File: src/rtl/rv_pipe_pkg.sv
// rv_pipe_pkg: constants and bundle types
// shared by the RV64 pipeline stages.
package rv_pipe_pkg;

  localparam int XLEN = 64;

  localparam logic [31:0] NOP = 32'h0000_0013;

  typedef struct packed {
    logic            valid;
    logic [XLEN-1:0] pc;
    logic [31:0]     instr;
  } if_id_t;

endpackage

File: src/rtl/fetch_resp_fifo.sv
// fetch_resp_fifo: small synchronous FIFO that
// buffers instruction-memory responses.
module fetch_resp_fifo #(
  parameter  int DEPTH = 2,
  parameter  int WIDTH = 32,
  localparam int AW    = $clog2(DEPTH),
  localparam int CW    = AW + 1
) (
  input  logic             clk,
  input  logic             reset,
  input  logic             push,
  input  logic [WIDTH-1:0] wdata,
  input  logic             pop,
  input  logic             flush,
  output logic [WIDTH-1:0] rdata,
  output logic [CW-1:0]    count,
  output logic             empty,
  output logic             full
);

  logic [WIDTH-1:0] mem_q [DEPTH];
  logic [AW-1:0]    rd_q, rd_d;
  logic [AW-1:0]    wr_q, wr_d;
  logic [CW-1:0]    cnt_q, cnt_d;

  // Pointer and occupancy update; flush wins.
  always_comb begin
    rd_d  = rd_q;
    wr_d  = wr_q;
    cnt_d = cnt_q;
    if (flush) begin
      rd_d  = '0;
      wr_d  = '0;
      cnt_d = '0;
    end else begin
      if (push) wr_d = wr_q + AW'(1);
      if (pop)  rd_d = rd_q + AW'(1);
      unique case ({push, pop})
        2'b10:   cnt_d = cnt_q + CW'(1);
        2'b01:   cnt_d = cnt_q - CW'(1);
        default: cnt_d = cnt_q;
      endcase
    end
  end

  // Control state registers.
  always_ff @(posedge clk or posedge reset) begin
    if (reset) begin
      rd_q  <= '0;
      wr_q  <= '0;
      cnt_q <= '0;
    end else begin
      rd_q  <= rd_d;
      wr_q  <= wr_d;
      cnt_q <= cnt_d;
    end
  end

  // Storage is unreset; cnt_q says what is live.
  always_ff @(posedge clk) begin
    if (push && !flush) mem_q[wr_q] <= wdata;
  end

  assign rdata = mem_q[rd_q];
  assign count = cnt_q;
  assign empty = (cnt_q == '0);
  assign full  = (cnt_q == CW'(DEPTH));

endmodule

File: src/rtl/fetch_stage.sv
// fetch_stage: owns the fetch PC, issues in-order
// imem requests and loads the IF/ID register.
import rv_pipe_pkg::*;

module fetch_stage #(
  parameter int              XLEN       = 64,
  parameter logic [XLEN-1:0] RESET_PC   = '0,
  parameter int              FIFO_DEPTH = 2
) (
  input  logic            clk,
  input  logic            reset,
  output logic            imem_req_valid,
  output logic [XLEN-1:0] imem_req_addr,
  input  logic            imem_req_ready,
  input  logic            imem_rsp_valid,
  input  logic [31:0]     imem_rsp_data,
  input  logic            redirect_valid,
  input  logic [XLEN-1:0] redirect_pc,
  input  logic            stall,
  output logic            if_id_valid,
  output logic [XLEN-1:0] if_id_pc,
  output logic [31:0]     if_id_instr
);

  localparam int CW = $clog2(FIFO_DEPTH) + 1;

  logic [XLEN-1:0] fetch_pc_q, fetch_pc_d;
  logic [XLEN-1:0] deliver_pc_q, deliver_pc_d;
  logic [CW-1:0]   in_flight_q, in_flight_d;
  logic [CW-1:0]   drop_cnt_q, drop_cnt_d;
  logic            if_id_valid_q, if_id_valid_d;
  logic [XLEN-1:0] if_id_pc_q, if_id_pc_d;
  logic [31:0]     if_id_instr_q, if_id_instr_d;

  logic [CW:0]     credit_used;
  logic            req_fire;
  logic            drop_rsp;
  logic            take_rsp;
  logic            if_id_load;
  logic            bypass;
  logic [XLEN-1:0] redirect_tgt;

  logic            fifo_push;
  logic            fifo_pop;
  logic [31:0]     fifo_rdata;
  logic [CW-1:0]   fifo_count;
  logic            fifo_empty;
  logic            fifo_full;

  // Outstanding plus buffered never exceeds the
  // FIFO size, so every response has a slot.
  assign credit_used = {1'b0, in_flight_q}
                     + {1'b0, fifo_count};

  assign imem_req_valid = !redirect_valid
    && (credit_used < (CW+1)'(FIFO_DEPTH));
  assign imem_req_addr  = fetch_pc_q;
  assign req_fire = imem_req_valid
                 && imem_req_ready;

  assign drop_rsp = imem_rsp_valid
    && (redirect_valid || drop_cnt_q != '0);
  assign take_rsp = imem_rsp_valid && !drop_rsp;

  assign if_id_load = !if_id_valid_q || !stall;
  assign bypass     = take_rsp && fifo_empty
                   && if_id_load;
  assign fifo_push  = take_rsp && !bypass;
  assign fifo_pop   = if_id_load && !fifo_empty
                   && !redirect_valid;

  assign redirect_tgt = redirect_pc
                      & ~XLEN'(3);

  fetch_resp_fifo #(
    .DEPTH (FIFO_DEPTH),
    .WIDTH (32)
  ) u_fifo (
    .clk   (clk),
    .reset (reset),
    .push  (fifo_push),
    .wdata (imem_rsp_data),
    .pop   (fifo_pop),
    .flush (redirect_valid),
    .rdata (fifo_rdata),
    .count (fifo_count),
    .empty (fifo_empty),
    .full  (fifo_full)
  );

  // Next-state: redirect first, then IF/ID load.
  always_comb begin
    fetch_pc_d    = fetch_pc_q;
    deliver_pc_d  = deliver_pc_q;
    drop_cnt_d    = drop_cnt_q;
    if_id_valid_d = if_id_valid_q;
    if_id_pc_d    = if_id_pc_q;
    if_id_instr_d = if_id_instr_q;
    in_flight_d   = in_flight_q
                  + CW'(req_fire)
                  - CW'(imem_rsp_valid);
    if (redirect_valid) begin
      fetch_pc_d    = redirect_tgt;
      deliver_pc_d  = redirect_tgt;
      drop_cnt_d    = in_flight_q
                    - CW'(imem_rsp_valid);
      if_id_valid_d = 1'b0;
      if_id_instr_d = NOP;
    end else begin
      if (req_fire)
        fetch_pc_d = fetch_pc_q + XLEN'(4);
      if (imem_rsp_valid && drop_cnt_q != '0)
        drop_cnt_d = drop_cnt_q - CW'(1);
      if (bypass || fifo_pop) begin
        if_id_valid_d = 1'b1;
        if_id_pc_d    = deliver_pc_q;
        if_id_instr_d = bypass ? imem_rsp_data
                               : fifo_rdata;
        deliver_pc_d  = deliver_pc_q + XLEN'(4);
      end else if (if_id_load) begin
        if_id_valid_d = 1'b0;
        if_id_instr_d = NOP;
      end
    end
  end

  // Stage state registers.
  always_ff @(posedge clk or posedge reset) begin
    if (reset) begin
      fetch_pc_q    <= RESET_PC;
      deliver_pc_q  <= RESET_PC;
      in_flight_q   <= '0;
      drop_cnt_q    <= '0;
      if_id_valid_q <= 1'b0;
      if_id_pc_q    <= '0;
      if_id_instr_q <= NOP;
    end else begin
      fetch_pc_q    <= fetch_pc_d;
      deliver_pc_q  <= deliver_pc_d;
      in_flight_q   <= in_flight_d;
      drop_cnt_q    <= drop_cnt_d;
      if_id_valid_q <= if_id_valid_d;
      if_id_pc_q    <= if_id_pc_d;
      if_id_instr_q <= if_id_instr_d;
    end
  end

  // A kept response must always find a free slot.
  always_ff @(posedge clk) begin
    if (!reset) assert (!(fifo_push && fifo_full));
  end

  assign if_id_valid = if_id_valid_q;
  assign if_id_pc    = if_id_pc_q;
  assign if_id_instr = if_id_instr_q;

endmodule
File: config.mk
export PLATFORM = sky130hd
export DESIGN_NAME = fetch_stage
export DESIGN_NICKNAME = d
export VERILOG_FILES = /design/src/rtl/rv_pipe_pkg.sv /design/src/rtl/fetch_resp_fifo.sv /design/src/rtl/fetch_stage.sv
export SDC_FILE = /design/constraint.sdc
export NUM_CORES = 1
export LEC_CHECK = 0
export BUFFER_PORTS_ARGS = -buffer_cell sky130_fd_sc_hd__buf_2
export CORE_AREA = 2 2 182 184
export CTS_BUF_LIST = sky130_fd_sc_hd__clkbuf_16
export CTS_CLUSTER_DIAMETER = 80
export CTS_CLUSTER_SIZE = 30
export DETAILED_ROUTE_END_ITERATION = 10
export DIE_AREA = 0 0 184 186
export PLACE_DENSITY_LB_ADDON = 0.15
export SYNTH_ARGS = -nofsm -noshare
export SYNTH_HDL_FRONTEND = slang
export SYNTH_SLANG_ARGS = --single-unit
export TNS_END_PERCENT = 30
File: constraint.sdc
create_clock -name clk -period 7 [get_ports clk]
set_input_delay 0.7 -clock clk [delete_from_list [all_inputs] [get_ports clk]]
set_output_delay 0.7 -clock clk [all_outputs]
set_load 0.01 [all_outputs]
==> flow_summary.json, run 1 <==
{
  "cts_num_sinks": 291,
  "cts.repair.resized": 0,
  "ys_top_cells_by_count": "284 x nand2_1, 224 x dfrtp_1, 89 x nor2_1, 71 x mux2_2, 64 x edfxtp_1",
  "synth.yosys.seq_area_share": 0.5301,
  "numCtsBuffers": 17,
  "max_freq_mhz": 256.4,
  "grt_pass1_vias": 11040,
  "min_path_type": "in2async",
  "crit_path_max_fanout": 10,
  "holdBufCountCts": 0,
  "fin_nets": 1751,
  "crit_required_ns": 7.43,
  "period_needed_ns": 3.900,
  "clock-root-buffer": "clkbuf_16",
  "ir_drop_v": 0.0001548,
  "area_growth_syn_to_layout_pct": 15.29,
  "finalWeightedCongestion": 0.9291,
  "cts_setup_buffers": 0,
  "num_antenna_cells": 0,
  "ys_top_cells_by_area": "dfrtp_1 39%, edfxtp_1 13%, nand2_1 7.4%",
  "ys.flop_type": "dfrtp_1",
  "viasPerCell": 5.740,
  "p_leak_nw": 7.206,
  "grt_pass1_wl_mm": 63.85,
  "drt_first_pass_iters": 6,
  "htreeDepth": 1,
  "timing.rr.end": "imem_req_addr[60]",
  "portBuffers": 257,
  "grt_overflow": 0,
  "syn_area_um2": 14350,
  "placeableCoreArea_um2": 32210,
  "synthesis.instances": 1435,
  "crit_arrival_ns": 4.33,
  "clock_skew_ns": 0.02904,
  "hold_viol_final": 0,
  "hpwl_mm": 29.08,
  "post-route-drc-count": 0,
  "drv_cap": 0,
  "dieArea_um2": 34220,
  "rsz0062_at_grt": "false",
  "setup_viol": 0,
  "worst-setup-path-type": "reg2reg",
  "yosysMostFrequentCell": "nand2_1",
  "power_density_nw_per_um2": 277.0,
  "timing.final.crit_share": 0.5572,
  "async_flop_share": 0.7801,
  "clockBufferDepth": 3,
  "ys_seq_elements": 291,
  "reg2reg_setup_slack_ns": 3.10,
  "placementRows": 66,
  "grt_max_degree": 157,
  "syn_avg_cell_area_um2": 9.998,
  "worst_slew_pin_slew_ns": 1.132,
  "antenna_found_initial": 0,
  "io_pins": 264,
  "clk_latency_ns": 0.52,
  "drive_above_1_share": 0.2361,
  "setup.worst_path.end_class": "register",
  "r2r-start": "u_fifo.count[0]",
  "grt_usage": 0.2370,
  "drt_wl_total_mm": 41.30,
  "clk_transition_reported_paths_ns": 0.11,
  "die_w_um": 184,
  "finalPower_mw": 4.581,
  "outcome": "completed",
  "reg2reg_depth": 7,
  "drv_slew": 0,
  "via_count": 11820,
  "synth.top_cell.area_share": 0.3907,
  "yosys.area.top_type": "dfrtp_1",
  "startpoint_type": "register",
  "wl_per_cell_um": 20.05,
  "slew_headroom": 0.2385,
  "synth_edf_count": 64,
  "antenna_left": 0,
  "drt_iter0_drc": 883,
  "synth.distinct_cells": 57,
  "start_util": 0.4455,
  "die_h_um": 186,
  "fin_setup_tns_ns": 0,
  "cts_tree": "yes",
  "yosys_warnings": 0
}
==> how the worst max path moves through the flow <==
stage	start	endpoint	slack, ns
6_report	u_fifo.count[0]	imem_req_addr[60]	3.10
5_1_grt	u_fifo.count[0]	imem_req_addr[58]	2.91
4_1_cts	u_fifo.count[0]	imem_req_addr[60]	3.21
3_5_place_dp	u_fifo.count[0]	imem_req_addr[56]	3.25
3_3_place_gp	u_fifo.count[0]	imem_req_addr[56]	3.32
2_1_floorplan	reset	deliver_pc_q[10]	0.09
==> final cells by class <==
type | count | area (µm²)
clock inverter | 12 | 158.9
fill | 3038 | 15670
multi-input combinational | 1042 | 6366
tap | 408 | 510.5
sequential | 291 | 7606
clock buffer | 17 | 425.4
timing repair buffer | 268 | 1381
inverter | 22 | 92.59
==> layer usage <==
metal | global-route usage | share of wire | up-vias | wire length [µm]
li1 | - | - | 5597 | -
met4 | 0.04800 | 0.018 | 0 | 732
met1 | 0.3662 | 0.49 | 5782 | 20230
met5 | 0 | 0 | - | 0
met3 | 0.03052 | 0.060 | 47 | 2463
met2 | 0.3558 | 0.43 | 398 | 17870
==> critical path, stage by stage, from the launching register on <==
cell,delay (ns)
dfrtp_1,0.55
and2_1,0.20
fa_1,0.46
nor4b_2,0.81
and4_1,0.51
nand4_1,0.47
or4_1,0.63
a31oi_1,0.19
==> through the flow <==
stage	cell area, µm²	hold slack (ns)	setup WS (ns)	util	instances
after floorplan	14360	0.4696	0.08544	-	1438
after global placement	15960	0.4555	3.323	0.4955	2031
after detailed placement	15960	0.4588	3.253	0.4955	2031
after CTS	16540	0.2583	3.206	0.5136	2060
after global routing	16540	0.2777	2.909	0.5136	2060
final	16540	0.2528	3.100	0.5136	2060
==> layout by cell type (no fill, tap or decap), types with 21 or more instances in the layout <==
cell	netlist	layout
o21ai_0	52	52
nand3_1	63	62
and3_1	22	22
dfrtp_1	224	224
nor2_1	89	88
nor4_1	34	34
nor3_1	47	46
mux2_2	71	71
nand2_1	284	284
mux2i_1	36	36
inv_1	22	21
edfxtp_1	64	64
o31ai_1	22	22
xor2_1	26	26
a21oi_1	22	22
buf_2	5	257
and4_1	25	25
xnor2_1	33	33
nand4_1	38	38
a31oi_1	26	26
or4_1	27	26
==> registers in the layout, indices dropped and copies added (netlist names) <==
register and cells:
u_fifo.count 2, imem_req_addr 62, if_id_valid 1, u_fifo.wr_q 1
if_id_instr 32, if_id_pc 62, deliver_pc_q 62, u_fifo.mem_q 64
drop_cnt_q 2, in_flight_q 2, u_fifo.rd_q 1
==> power by group <==
| part | switching, mW | internal [mW] | total (mW) |
|---|---|---|---|
| sequential | 0.241 | 2.02 | 2.26 |
| combinational | 0.705 | 0.464 | 1.17 |
| clock | 0.658 | 0.496 | 1.15 |
==> kinds of logic after synthesis <==
| group | synth area share |
|---|---|
| flops | 0.5301 |
| fa+ha+maj | 0.006628 |
| compound gates | 0.08355 |
| buf+inv | 0.02895 |
| other cells | 0.0002614 |
| simple gates | 0.2336 |
| xor+xnor | 0.03602 |
| mux | 0.08084 |
No activity file was read; power rests on OpenSTA's default activity.
==> run 2, diff against run 1 <==
==> constraint.sdc (replaced) <==
create_clock -name clk -period 3.6 [get_ports clk]
set_input_delay 0.36 -clock clk [delete_from_list [all_inputs] [get_ports clk]]
set_output_delay 0.36 -clock clk [all_outputs]
set_load 0.01 [all_outputs]
==> run 2 against run 1 <==
Cell count increased by 0.87%. Sequential share of layout area fell by 0.43 points. Worst hold slack lost 0.24 ns. Via count grew 0.75%. Global-route usage is 0.24 points higher. Setup slack got worse by 2.6 ns. Sequential cell count is the same. Register-to-register slack worse by 2.6 ns. Highest routed layer is now met5.
==> flow_summary.json, run 2 (synthesis results as in run 1) <==
{
  "crit_path_max_fanout": 11,
  "rsz0062_at_grt": "false",
  "power.share.sequential": 0.491,
  "post-route-drc-count": 0,
  "start_util": 0.4455,
  "cts_tree": "yes",
  "preCtsSetupSlack_ns": 0.5081,
  "wl_per_cell_um": 20.01,
  "min_path_type": "in2reg",
  "n_fill_cell": 3029,
  "dp.cells": 2045,
  "largest_reg_flops": 64,
  "clockBufferDepth": 3,
  "internal-power_mw": 5.807,
  "placeableCoreArea_um2": 32210,
  "p_leak_nw": 7.287,
  "regMostFlops": "u_fifo.mem_q",
  "crit_slowest_cell": "or4_1",
  "io_pins": 264,
  "clock_skew_ns": 0.03179,
  "seqCellArea_um2": 7606,
  "die_h_um": 186,
  "clock-root-buffer": "clkbuf_16",
  "setup_viol": 0,
  "slowest_delay_ns": 0.51,
  "grt_usage": 0.2394,
  "ir_drop_v": 0.0003890,
  "sw_frac_of_total": 0.3513,
  "via_count": 11910,
  "grt_overflow": 0,
  "slew_headroom": 0.2810,
  "antenna_found_initial": 3,
  "antenna_left": 0,
  "startpoint_type": "register",
  "setup_ws_ns": 0.4603,
  "hpwl_mm": 29.54,
  "finalWeightedCongestion": 0.9044,
  "drive_above_1_share": 0.2415,
  "setup.worst_path.end_class": "register",
  "placementRows": 66,
  "grt_pass1_wl_mm": 64.32,
  "final_common_cell": "nand2_1",
  "hold_viol_final": 0,
  "timing.final.crit_share": 0.8722,
  "cts.repair.resized": 0,
  "pwr-share-comb": 0.255,
  "viasPerCell": 5.733,
  "grt_pass1_vias": 11150,
  "crit_arrival_ns": 3.58,
  "drt_iter0_drc": 855,
  "fin_nets": 1767,
  "final_cell_mix": "284 x nand2_1, 257 x buf_2, 224 x dfrtp_1",
  "outcome": "completed",
  "fin_area_um2": 16700,
  "clkPwrFrac": 0.255,
  "grt_max_degree": 140,
  "drt_first_pass_iters": 5,
  "drv_slew": 0,
  "multi_input_area_um2": 6366,
  "clk_transition_reported_paths_ns": 0.11,
  "worst_slew_pin_slew_ns": 1.079,
  "area_growth_syn_to_layout_pct": 16.39,
  "worst-setup-path-type": "reg2reg",
  "htreeDepth": 1,
  "fin_setup_tns_ns": 0,
  "final_core_util": 0.5185,
  "placed_cell_area_um2": 16080,
  "p_sw_mw": 3.145,
  "numCtsBuffers": 17,
  "clk_latency_ns": 0.54,
  "crit_required_ns": 4.04,
  "drv_cap": 0,
  "stdcell_count": 2078,
  "drt_wl_total_mm": 41.58,
  "die_w_um": 184,
  "period_needed_ns": 3.140,
  "max_freq_mhz": 318.5,
  "cp_cell_sequence": "and2_1 -> fa_1 -> nor3b_1 -> buf_4 -> nand4_1 -> or3_1 -> or4_1 -> a31oi_1",
  "power_density_nw_per_um2": 536.1,
  "portBuffers": 257,
  "dieArea_um2": 34220,
  "cts_num_sinks": 291
}
[run 2: cell types whose count changed in the layout (fill, tap and decap cells not counted), moves of 2 or more]
cell and change:
dlygate4sd3_1 +2, buf_4 +12, buf_12 +2, inv_8 -4, clkinv_8 -2, inv_6 +2, clkinv_1 +2
[run 2: final timing paths]
check	slack (ns)	endpoint	from	cells after the start
setup / recovery	0.46	imem_req_addr[50]	u_fifo.count[0]	8
hold / removal	0.01	u_fifo.mem_q[0][15]	imem_rsp_data[15]	1
setup reg to reg	0.46	imem_req_addr[50]	u_fifo.count[0]	8
hold reg to reg	0.48	if_id_pc[16]	if_id_pc[16]	2
max in group asynchronous	2.16	imem_req_addr[33]	reset	4
min in group asynchronous	0.51	if_id_pc[14]	reset	3
[run 2: routing by layer]
metal	up-vias	wire length, µm	GRT usage
met5	-	29	0
met4	4	779	0.05664
met3	49	2981	0.03815
met2	396	18040	0.3611
met1	5840	19750	0.3601
li1	5624	-	-
[run 2: per-stage QoR]
| step | hold slack [ns] | total power, mW |
|---|---|---|
| 2_1_floorplan | 0.4589 | 5.726 |
| 6_report | 0.01334 | 8.952 |
| 4_1_cts | 0.005605 | 9.022 |
| 3_5_place_dp | 0.4579 | 6.753 |
| 5_1_grt | 0.001221 | 9.479 |
| 3_3_place_gp | 0.4546 | 6.699 |
[run 2: cell type report]
class / instances / area share
diodes: 1 / 0.0001499
clock buffers: 17 / 0.02548
clock inverters: 13 / 0.01004
inverters: 22 / 0.005320
multi-input cells: 1042 / 0.3812
flip-flops and latches: 291 / 0.4555
well taps: 408 / 0.03057
repair buffers: 284 / 0.09171
[run 2: what timing repair did]
action,in CTS,in global routing
hold buffers,1,1
setup buffers,0,0
endpoints found under the setup margin,0,0
endpoints found under the hold margin,25,2
[run 2: power by group through the flow]
stage / logic, mW / clock network [mW] / registers (mW)
5_1_grt: 2.54 / 2.46 / 4.47
2_1_floorplan: 1.16 / 0 / 4.56
4_1_cts: 2.31 / 2.33 / 4.39
3_3_place_gp: 2.26 / 0 / 4.44
3_5_place_dp: 2.30 / 0 / 4.46
6_report: 2.28 / 2.28 / 4.39
[run 2: critical path: cells and delay by family (launching register included)]
| kind | cells | cell delay, ns |
|---|---|---|
| AO/OA/AOI/OAI | 1 | 0.17 |
| adder cells (fa/ha/maj) | 1 | 0.49 |
| buffers and inverters | 1 | 0.25 |
| flip-flops | 1 | 0.49 |
| AND/OR/NAND/NOR | 5 | 1.64 |
==> run 3, diff against run 2 <==
--- a/config.mk
+++ b/config.mk
@@ -6,12 +6,12 @@
 export NUM_CORES = 1
 export LEC_CHECK = 0
 export BUFFER_PORTS_ARGS = -buffer_cell sky130_fd_sc_hd__buf_2
-export CORE_AREA = 2 2 182 184
+export CORE_AREA = 2 2 195 197
 export CTS_BUF_LIST = sky130_fd_sc_hd__clkbuf_16
 export CTS_CLUSTER_DIAMETER = 80
 export CTS_CLUSTER_SIZE = 30
 export DETAILED_ROUTE_END_ITERATION = 10
-export DIE_AREA = 0 0 184 186
+export DIE_AREA = 0 0 197 199
 export PLACE_DENSITY_LB_ADDON = 0.15
 export SYNTH_ARGS = -nofsm -noshare
 export SYNTH_HDL_FRONTEND = slang
==> run 3 against run 2 <==
Combinational power is essentially flat. Sequential power is essentially flat. Die area is 15% higher. First-iteration DRC count up 11%. Count of clock-buffer cells in the layout unchanged. Core utilization is 6.5 points lower. Sequential cell count did not move. Maximum frequency fell by 7.8%. Largest power group unchanged.
==> flow_summary.json, run 3 (synthesis results as in run 1) <==
{
  "outcome": "completed",
  "crit_required_ns": 4.04,
  "reg2reg_setup_slack_ns": 0.19,
  "setup_ws_ns": 0.1940,
  "die_w_um": 197,
  "fin_setup_tns_ns": 0,
  "holdBufCountCts": 8,
  "post-route-drc-count": 0,
  "n_fill_cell": 3651,
  "r2r-start": "u_fifo.count[0]",
  "htreeDepth": 1,
  "drt_iter0_drc": 948,
  "portBuffers": 257,
  "path_buf_inv": 1,
  "period_needed_ns": 3.406,
  "fin_nets": 1775,
  "antenna_left": 0,
  "final_cell_mix": "284 x nand2_1, 257 x buf_2, 224 x dfrtp_1",
  "grt_overflow": 0,
  "drv_slew": 0,
  "antenna_found_initial": 1,
  "preCtsSetupSlack_ns": 0.2956,
  "clockBufferDepth": 3,
  "max_freq_mhz": 293.6,
  "grt_pass1_wl_mm": 68.77,
  "largest_reg_flops": 64,
  "setup.worst_path.end_class": "register",
  "rsz0062_at_grt": "false",
  "power_density_nw_per_um2": 535.4,
  "min_path_type": "in2reg",
  "placeableCoreArea_um2": 37130,
  "timing.rr.end": "imem_req_addr[50]",
  "hold_viol_final": 0,
  "worst_slew_pin_slew_ns": 1.067,
  "die_h_um": 199,
  "crit_arrival_ns": 3.85,
  "clk_latency_ns": 0.54,
  "p_leak_nw": 7.320,
  "dieArea_um2": 39200,
  "wl_per_cell_um": 20.99,
  "worst_hold_path.endpoint": "u_fifo.mem_q[0][22]",
  "final_common_cell": "nand2_1",
  "reg2reg_depth": 8,
  "drv_cap": 0,
  "hpwl_mm": 32.46,
  "cts_num_sinks": 291,
  "crit_path_max_fanout": 11,
  "cp_top_family": "simple AND/OR/NAND/NOR gates",
  "io_pins": 264,
  "grt_max_degree": 172,
  "worst-setup-path-type": "reg2reg",
  "via_count": 12040,
  "crit_slowest_cell": "or3_1",
  "holdPathStages": 1,
  "holdWs_ns": 0.02477,
  "setup_viol": 0,
  "cts_tree": "yes",
  "cts.repair.resized": 0,
  "drt_first_pass_iters": 5,
  "slowest_delay_ns": 0.61,
  "timing.final.crit_share": 0.9461,
  "clk_transition_reported_paths_ns": 0.11,
  "drt_wl_total_mm": 45.17,
  "regMostFlops": "u_fifo.mem_q",
  "cp_cell_sequence": "and2_1 -> fa_1 -> nor3b_1 -> buf_4 -> nand4_1 -> or3_1 -> or4_1 -> a31oi_1",
  "cts_setup_buffers": 0,
  "slew_headroom": 0.2885,
  "area_growth_syn_to_layout_pct": 17.45,
  "start_util": 0.3864,
  "drive_above_1_share": 0.2421,
  "numCtsBuffers": 17,
  "startpoint_type": "register",
  "hp-start": "imem_rsp_data[22]",
  "ir_drop_v": 0.0003379,
  "placementRows": 71,
  "clock-root-buffer": "clkbuf_16",
  "grt_usage": 0.2271,
  "finalWeightedCongestion": 0.8908,
  "clock_skew_ns": 0.03492,
  "viasPerCell": 5.592,
  "grt_pass1_vias": 11480
}
-- run 3: worst max path at each step --
stage,startpoint,endpoint,slack [ns],cells past startpoint
2_1_floorplan,reset,deliver_pc_q[10],0.28,1
3_3_place_gp,u_fifo.count[0],imem_req_addr[50],0.32,8
3_5_place_dp,u_fifo.count[0],imem_req_addr[50],0.30,8
4_1_cts,u_fifo.count[0],imem_req_addr[50],0.21,8
5_1_grt,u_fifo.count[0],imem_req_addr[50],0.04,8
6_report,u_fifo.count[0],imem_req_addr[50],0.19,8
-- run 3: final cells by class --
cell class,count,area (µm²),area share
sequential,291,7606,0.4514
multi-input combinational,1042,6361,0.3775
timing repair buffer,292,1594,0.09459
clock inverter,13,180.2,0.01069
clock buffer,17,425.4,0.02524
antenna,1,2.502,0.0001485
tap,474,593.1,0.03519
inverter,22,88.84,0.005272
-- run 3: where the power goes --
group / switching (mW) / leakage (nW) / total, mW / internal [mW]
registers: 0.492 / 3.33 / 4.41 / 3.92
logic: 1.37 / 3.70 / 2.29 / 0.922
clock network: 1.29 / 0.291 / 2.31 / 1.02
total: 3.15 / 7.32 / 9.02 / 5.87
-- run 3: stage by stage --
step	power (mW)	instance area (µm²)	utilization	instances
3_3_place_gp	6.763	16160	0.4353	2113
4_1_cts	9.139	16850	0.4537	2151
2_1_floorplan	5.726	14360	-	1438
6_report	9.022	16850	0.4538	2152
5_1_grt	9.549	16850	0.4537	2151
3_5_place_dp	6.799	16160	0.4353	2113
-- run 3: worst register-to-register path: stages (launching register included) --
cell	delay, ns
dfrtp_1	0.50
and2_1	0.19
fa_1	0.49
nor3b_1	0.26
buf_4	0.27
nand4_1	0.27
or3_1	0.61
or4_1	0.55
a31oi_1	0.18
-- run 3: routing by layer --
metal | vias to the layer above | part of all wire | track usage
met5 | - | 0.00020 | 0
met3 | 71 | 0.051 | 0.03137
li1 | 5636 | - | -
met2 | 358 | 0.49 | 0.3835
met4 | 2 | 0.031 | 0.06656
met1 | 5968 | 0.43 | 0.3050
